==> src/rtl/fft_frame_sequencer.sv <==
// Frames decimated audio samples into the streaming FFT sink port and
// reports the peak bin from the peak detector once per frame.
module fft_frame_sequencer #(
    parameter int N_LOG2  = 12,
    parameter int DATA_W  = 16,
    parameter int DECIM   = 4,
    parameter int TIMEOUT = 65535
) (
    input  logic              clk,
    input  logic              reset_n,
    input  logic              enable,
    input  logic              clear_err,
    input  logic              sample_valid,
    input  logic [DATA_W-1:0] sample_data,
    input  logic              sink_ready,
    output logic              sink_valid,
    output logic              sink_sop,
    output logic              sink_eop,
    output logic [DATA_W-1:0] sink_real,
    output logic [DATA_W-1:0] sink_imag,
    input  logic              peak_done,
    input  logic [12:0]       peak_bin,
    output logic              result_valid,
    output logic [12:0]       result_bin,
    output logic              busy,
    output logic              overrun,
    output logic              timeout_err
);

    localparam int LCW = N_LOG2 + 1;
    localparam int DW  = (DECIM > 1) ? $clog2(DECIM) : 1;
    localparam int TW  = (TIMEOUT > 1) ? $clog2(TIMEOUT) : 1;

    localparam logic [LCW-1:0] N_VAL    = LCW'(1) << N_LOG2;
    localparam logic [LCW-1:0] N_LAST   = N_VAL - LCW'(1);
    localparam logic [DW-1:0]  DEC_LAST = DW'(DECIM - 1);
    localparam logic [TW-1:0]  TO_LAST  = TW'(TIMEOUT - 1);

    typedef enum logic [1:0] {
        IDLE      = 2'd0,
        FILL      = 2'd1,
        WAIT_PEAK = 2'd2
    } state_t;

    state_t            state_q;
    logic [LCW-1:0]    load_cnt_q;
    logic [DW-1:0]     dec_cnt_q;
    logic [TW-1:0]     timer_q;
    logic              sink_valid_q;
    logic              sink_sop_q;
    logic              sink_eop_q;
    logic [DATA_W-1:0] sink_real_q;
    logic              result_valid_q;
    logic [12:0]       result_bin_q;
    logic              overrun_q;
    logic              timeout_q;

    logic xfer;
    logic accept;

    // Handshake and decimation qualifiers for the current FILL cycle.
    always_comb begin
        xfer   = sink_valid_q && sink_ready;
        accept = sample_valid && (dec_cnt_q == '0) && (load_cnt_q < N_VAL);
    end

    // Frame sequencer: state, holding register, result and sticky flags.
    always_ff @(posedge clk or negedge reset_n) begin
        if (!reset_n) begin
            state_q        <= IDLE;
            load_cnt_q     <= '0;
            dec_cnt_q      <= '0;
            timer_q        <= '0;
            sink_valid_q   <= 1'b0;
            sink_sop_q     <= 1'b0;
            sink_eop_q     <= 1'b0;
            sink_real_q    <= '0;
            result_valid_q <= 1'b0;
            result_bin_q   <= '0;
            overrun_q      <= 1'b0;
            timeout_q      <= 1'b0;
        end else begin
            result_valid_q <= 1'b0;
            if (clear_err) begin
                overrun_q <= 1'b0;
                timeout_q <= 1'b0;
            end
            unique case (state_q)
                IDLE: begin
                    if (enable) begin
                        state_q      <= FILL;
                        load_cnt_q   <= '0;
                        dec_cnt_q    <= '0;
                        sink_valid_q <= 1'b0;
                    end
                end
                FILL: begin
                    if (sample_valid) begin
                        dec_cnt_q <= (dec_cnt_q == DEC_LAST) ?
                                     '0 : dec_cnt_q + DW'(1);
                    end
                    if (accept && (!sink_valid_q || xfer)) begin
                        sink_valid_q <= 1'b1;
                        sink_real_q  <= sample_data;
                        sink_sop_q   <= (load_cnt_q == '0);
                        sink_eop_q   <= (load_cnt_q == N_LAST);
                        load_cnt_q   <= load_cnt_q + LCW'(1);
                    end else begin
                        if (accept) begin
                            overrun_q <= 1'b1;
                        end
                        if (xfer) begin
                            sink_valid_q <= 1'b0;
                        end
                    end
                    if (xfer && sink_eop_q) begin
                        state_q <= WAIT_PEAK;
                        timer_q <= '0;
                    end
                end
                WAIT_PEAK: begin
                    if (peak_done) begin
                        result_bin_q   <= peak_bin;
                        result_valid_q <= 1'b1;
                        state_q        <= IDLE;
                    end else if (timer_q == TO_LAST) begin
                        timeout_q <= 1'b1;
                        state_q   <= IDLE;
                    end else begin
                        timer_q <= timer_q + TW'(1);
                    end
                end
                default: begin
                    state_q <= IDLE;
                end
            endcase
        end
    end

    assign sink_valid   = sink_valid_q;
    assign sink_sop     = sink_sop_q;
    assign sink_eop     = sink_eop_q;
    assign sink_real    = sink_real_q;
    assign sink_imag    = '0;
    assign result_valid = result_valid_q;
    assign result_bin   = result_bin_q;
    assign busy         = (state_q != IDLE);
    assign overrun      = overrun_q;
    assign timeout_err  = timeout_q;

endmodule

==> config.mk <==
export PLATFORM = sky130hd
export DESIGN_NAME = fft_frame_sequencer
export DESIGN_NICKNAME = d
export VERILOG_FILES = /design/src/rtl/fft_frame_sequencer.sv
export SDC_FILE = /design/constraint.sdc
export NUM_CORES = 1
export LEC_CHECK = 0
export CAP_MARGIN = 20
export CORE_MARGIN = 10
export CORE_UTILIZATION = 49
export DETAILED_ROUTE_END_ITERATION = 7
export PLACE_DENSITY = 0.8
export SLEW_MARGIN = 20
export SYNTH_ARGS = -nofsm -noshare
export SYNTH_HDL_FRONTEND = slang
export SYNTH_SLANG_ARGS = --single-unit
==> constraint.sdc <==
create_clock -name clk -period 2.2 [get_ports clk]
set_input_delay 0.22 -clock clk [delete_from_list [all_inputs] [get_ports clk]]
set_output_delay 0.22 -clock clk [all_outputs]
set_load 0.005 [all_outputs]
==> results of run 1 <==
## flip-flops by register name, indices dropped and copies added (netlist names)
register      cells
sink_real        16
timer_q          16
load_cnt_q       13
result_bin       13
dec_cnt_q         2
state_q           2
overrun           1
result_valid      1
sink_eop          1
sink_sop          1
sink_valid        1
timeout_err       1
## final cells by class
class / count / area (um2) / area share
timing repair buffer: 85 / 825.8 / 0.1900
inverter: 13 / 48.80 / 0.01123
clock buffer: 11 / 151.4 / 0.03483
clock inverter: 4 / 25.02 / 0.005757
tap: 80 / 100.1 / 0.02303
multi-input combinational: 235 / 1494 / 0.3437
sequential: 68 / 1702 / 0.3915
## power breakdown
group	switching (mW)	total [mW]	internal (mW)
sequential	0.144	1.60	1.46
clock	0.471	0.931	0.460
combinational	0.407	0.907	0.500
## timing repair
action	CTS	global route
gates resized for setup	0	0
setup buffers	0	0
hold buffers	1	0
hold endpoints to repair	68	0
## path summary, 6_finish.rpt
path	endpoint	slack (ns)	depth (start not counted)
worst max-delay path	timer_q[7]	0.15	6
worst max register to register	timer_q[7]	0.15	6
max in group asynchronous	sink_real[14]	1.50	3
worst min register to register	sink_real[9]	0.48	2
min in group asynchronous	timer_q[8]	0.43	3
worst min-delay path	sink_real[1]	0.40	3
## placed cells by master, fill, tap and decap left out, drive strengths merged, types with 3 or more instances in the layout
master         netlist  final
clkbuf               5     11
nand4               12     12
a22o                 3      3
buf                 25     14
a31oi                4      4
mux2                13     13
a211o                4      4
nor2                 4      4
inv                 13     13
a21oi                8      8
and3                 9      9
nor4                 5      5
nand2               67     67
o31ai                6      6
or4                  5      5
conb                 1     16
or3                  3      3
nand3               17     17
ha                   6      6
clkdlybuf4s50        0     70
dfrtp               68     68
nor3                 6      6
o21ai                9      9
## per-layer routing
| layer | wire [um] | vias up | GRT usage |
|---|---|---|---|
| met1 | 3205 | 1303 | 0.1767 |
| met4 | 74 | 0 | 0.04171 |
| met5 | 0 | - | 0 |
| met2 | 4239 | 88 | 0.2730 |
| li1 | - | 1320 | - |
| met3 | 600 | 7 | 0.05965 |
## tightest hold or removal path, cell delays in order
cell	delay [ns]
clkdlybuf4s50_1	0.40
nand2_1	0.05
nand2_1	0.04
## metrics by stage
stage / instance area (um2) / power, mW
2_1_floorplan: 3441 / 2.010
3_3_place_gp: 4160 / 2.507
5_1_grt: 4347 / 3.672
3_5_place_dp: 4160 / 2.549
4_1_cts: 4347 / 3.483
6_report: 4347 / 3.442
## cells by family after synthesis
family,count (synthesis)
fa+ha+maj,6
mux,14
other cells,1
simple gates,144
flops,68
xor+xnor,2
compound gates,53
buf+inv,43
==> flow_summary.toml, run 1 <==
[outcome]
run_status = "completed"

[logic_synthesis]
synthMuxAreaShare = 0.04621
synth-async-reset-ratio = 1.000
yosys.cell_count.top_type = "dfrtp_1"
synthTopCellsByArea = "dfrtp_1, nand2_1, mux2_2, buf_4, nand3_1"
synthXorXnorAreaFrac = 0.005176
synthSimpleGateAreaFrac = 0.2288
synth_edf_count = 0
yosysTopAreaCellShare = 0.5028
synthTopCellsByCount = "dfrtp_1, nand2_1, buf_4, nand3_1, mux2_2"
synth-seq-cells = 68
postSynthCellCount = 331
yosysUniqueCellTypes = 60
synth_top_cell_by_area = "dfrtp_1"
syn-cell-area_mm2 = 0.003384
synth_compound_area_frac = 0.1213
synth_top_family_by_area = "simple AND/OR/NAND/NOR gates"
yosys_warnings = 0
ys.flop_type = "dfrtp_1"
yosysSeqAreaShare = 0.5028
synth.avg_cell_area_um2 = 10.23
synth-adder-area-share = 0.02218

[grt]
grt_pass1_vias = 2787
grt_usage = 0.1573
grt_max_degree = 69
overflow = 0
grt_pass1_wl_um = 13210
antenna_found_initial = 0

[placement]
hpwl_um = 6021
io_buffers = 71
gp_congestion = 0.8921
dp.cells = 480
pre_cts_slack_ns = 0.1532

[floorplanning]
die_y_um = 103.1
fp.dieW_um = 103.1
core-area_mm2 = 0.006756
start_util = 0.5009
rows = 30
ios = 88
die_area_mm2 = 0.01063

[setup_path]
worstPathArrival_ns = 2.28
crit_fanout = 11
setup.worst_path.class = "reg2reg"
path_delay_family = "compound AO/OA/AOI/OAI gates"
worst_ep_required_time_ns = 2.43
cpPeakStageDelay_ns = 0.53
cp-end-kind = "register"
startpoint = "timer_q[0]"
cp_cell_sequence = "inv_1, ha_1, nand4_1, o41a_1, and3_2, a211o_2"
cpMaxStageDelayCell = "o41a_1"
path_buf_inv = 1
rr_startpoint = "timer_q[0]"
startpoint_type = "register"

[final_layout]
diodes = 0
fin_cells = 496
drive_above_1_share = 0.1370
syn2layout_area_growth_pct = 28.43
num-nets-final = 454
post-route-util = 0.6433
fillers = 557

[detailed_routing]
drc_errors = 0
via_per_inst = 5.480
wl_per_cell_um = 16.37
wl_um = 8119
vias = 2718
ant_nets = 0
drt_first_iter_violations = 181
first_pass_iters = 4

[clock_network]
clk_latency_ns = 0.34
clock-sinks = 68
clockRootBuffer = "clkbuf_8"
cts_tree = "yes"
cts_buffers = 9
h-tree-depth = 3
clkTransAtPathRegs_ns = 0.07
clockBufferDepth = 2

[min_path]
holdCritPathClass = "in2reg"
hp-start = "sample_data[1]"

[pwr]
leakagePower_nw = 2.012
irDropWorstVdd_mv = 0.6290
pwr_density_cell_mw_per_mm2 = 791.8

[run]
max_cap_violations = 0

[timing]
rsz0062_at_grt = "false"
hold_ws_ns = 0.4008
fmax_ghz = 0.4888
fin_skew_ns = 0.005084
finalMaxSlewViolations = 0
finalCriticalPeriod_ns = 2.046
hold_violations = 0
setup-tns-final_ns = 0
fin_crit_sh = 0.9299
setup_violations = 0
setup_slack_ns = 0.1542
Note: power is estimated with default switching activity, not from simulation.
==> run 2, diff against run 1 <==
--- a/config.mk
+++ b/config.mk
@@ -7,9 +7,10 @@
 export LEC_CHECK = 0
 export CAP_MARGIN = 20
 export CORE_MARGIN = 10
-export CORE_UTILIZATION = 49
+export CORE_UTILIZATION = 51
+export CTS_BUF_LIST = sky130_fd_sc_hd__clkbuf_8
 export DETAILED_ROUTE_END_ITERATION = 7
-export PLACE_DENSITY = 0.8
+export PLACE_DENSITY = 0.83
 export SLEW_MARGIN = 20
 export SYNTH_ARGS = -nofsm -noshare
 export SYNTH_HDL_FRONTEND = slang
==> run 2 against run 1 <==
  * Combinational power fell by 1%
  * Highest routed layer unchanged
  * Worst hold slack got worse by 0.0060 ns
  * Largest power group unchanged
  * Via count rose by 2.0%
==> flow_summary.toml, run 2 (synthesis gave the netlist of run 1 again) <==
[outcome]
run_status = "completed"

[detailed_routing]
vias = 2773
met2_length_um = 4427
ant_nets = 0
via_per_inst = 5.613
drt_first_iter_violations = 118
wl_met1_um = 3271
highest-signal-layer = "met4"
wl_per_cell_um = 17.12
drc_errors = 0
first_pass_iters = 4
wl_um = 8458
met3_length_um = 656

[clock_network]
cts_buffers = 9
h-tree-depth = 3
cts_resized = 0
cts_tree = "yes"
clockBufferDepth = 2
clkTransAtPathRegs_ns = 0.08
clk_latency_ns = 0.35
clockRootBuffer = "clkbuf_8"
clock-sinks = 68

[pwr]
power_switching_mw = 1.045
power_frac_clock = 0.287
p_int_mw = 2.471
p_comb_frac = 0.255
pwr-share-seq = 0.458
pwr_density_cell_mw_per_mm2 = 806.7
switching_share = 0.2972
irDropWorstVdd_mv = 0.6524
p_total_mw = 3.516
leakagePower_nw = 2.026

[final_layout]
final_cell_mix = "clkdlybuf4s50_1, dfrtp_1, nand2_1"
final_area_mm2 = 0.004359
seq_area_mm2 = 0.001702
layout_commonest_cell = "clkdlybuf4s50_1"
post-route-util = 0.6826
multi_input_area_mm2 = 0.001494
diodes = 0
drive_above_1_share = 0.1367
fin_cells = 494
fillers = 483
syn2layout_area_growth_pct = 28.80
num-nets-final = 454

[setup_path]
cpMaxStageDelayCell = "o41a_1"
worstPathArrival_ns = 2.24
setup.worst_path.class = "reg2reg"
worst_ep_required_time_ns = 2.44
cp_cell_sequence = "inv_1, ha_1, nand4_1, o41a_1, and3_2, a211o_2"
crit_fanout = 7
cpPeakStageDelay_ns = 0.47
startpoint_type = "register"
cp-end-kind = "register"

[floorplanning]
fp.dieW_um = 101.5
die_y_um = 101.5
rows = 29
core-area_mm2 = 0.006386
die_area_mm2 = 0.01030
ios = 88
start_util = 0.5300

[timing]
setup-tns-final_ns = 0
rsz0062_at_grt = "false"
fin_crit_sh = 0.9083
tightest_slew_ns = 0.7635
finalCriticalPeriod_ns = 1.998
fmax_ghz = 0.5004
hold_violations = 0
setup_violations = 0
finalMaxSlewViolations = 0
fin_skew_ns = 0.01563
slew_headroom = 0.4910

[grt]
grt_max_degree = 36
grt_usage = 0.1651
grt_pass1_vias = 2744
grt_pass1_wl_um = 13670
antenna_found_initial = 0
overflow = 0

[placement]
gp_congestion = 0.8837
placedInstanceArea_mm2 = 0.004156
io_buffers = 71
hpwl_um = 6242
dp.cells = 477

[min_path]
holdCritPathClass = "in2reg"

[run]
max_cap_violations = 0
==> run 2: cell count changes in the layout (fill, tap and decap cells not counted), sizes merged <==
| cell | previous run | this run |
|---|---|---|
| inv | 13 | 14 |
| clkinv | 2 | 4 |
| bufinv | 0 | 1 |
| clkinvlp | 2 | 1 |
| clkbuf | 11 | 9 |
==> run 2: worst paths after layout <==
path	startpoint	to	slack, ns	cells past startpoint
max in group asynchronous	reset_n	load_cnt_q[0]	1.06	3
min in group asynchronous	reset_n	timer_q[12]	0.48	2
max	timer_q[0]	timer_q[7]	0.20	6
min	sample_data[4]	sink_real[4]	0.39	3
max reg2reg	timer_q[0]	timer_q[7]	0.20	6
min reg2reg	sink_real[0]	sink_real[0]	0.47	2
==> run 2: metal layers <==
| layer | vias up | track usage |
|---|---|---|
| li1 | 1315 | - |
| met1 | 1361 | 0.1892 |
| met2 | 85 | 0.2769 |
| met3 | 12 | 0.06875 |
| met4 | 0 | 0.04609 |
| met5 | - | 0 |
==> run 2: timing repair <==
| item | in CTS | in global routing |
|---|---|---|
| hold buffers | 1 | 0 |
| endpoints found under the hold margin | 33 | 0 |
| buffers inserted | 0 | 0 |
==> run 2: per-stage QoR <==
| step | setup slack (ns) | hold slack, ns |
|---|---|---|
| after floorplan | 0.4018 | -0.07559 |
| after global placement | 0.1950 | 0.3341 |
| after detailed placement | 0.1601 | 0.3359 |
| after CTS | 0.2152 | 0.3837 |
| after global routing | 0.08928 | 0.3972 |
| final | 0.2018 | 0.3948 |
==> run 2: layout make-up <==
cell class / count / share of cell area
inverters: 13 / 0.01119
clock buffers: 9 / 0.02842
repair buffers: 85 / 0.1894
flip-flops and latches: 68 / 0.3904
clock inverters: 7 / 0.01579
well taps: 77 / 0.02210
multi-input cells: 235 / 0.3427
==> run 2: critical path, delay by kind of cell, from the launching register on <==
family | cells | cell delay [ns]
compound gates | 2 | 0.77
fa+ha+maj | 1 | 0.14
simple gates | 2 | 0.43
buf+inv | 1 | 0.08
flops | 1 | 0.45
==> run 2: power groups by stage <==
| stage | sequential [mW] | combinational, mW | clock [mW] |
|---|---|---|---|
| after floorplan | 1.62 | 0.387 | 0 |
| after global placement | 1.62 | 0.879 | 0 |
| after detailed placement | 1.63 | 0.910 | 0 |
| after CTS | 1.61 | 0.916 | 1.03 |
| after global routing | 1.64 | 1.02 | 1.09 |
| final | 1.61 | 0.898 | 1.01 |
==> run 3, diff against run 2 <==
--- a/config.mk
+++ b/config.mk
@@ -10,6 +10,7 @@
 export CORE_UTILIZATION = 51
 export CTS_BUF_LIST = sky130_fd_sc_hd__clkbuf_8
 export DETAILED_ROUTE_END_ITERATION = 7
+export GPL_ROUTABILITY_DRIVEN = 0
 export PLACE_DENSITY = 0.83
 export SLEW_MARGIN = 20
 export SYNTH_ARGS = -nofsm -noshare
==> results of run 3 <==
Same layout as run 2: the final DEF is identical, and so are final timing and power.
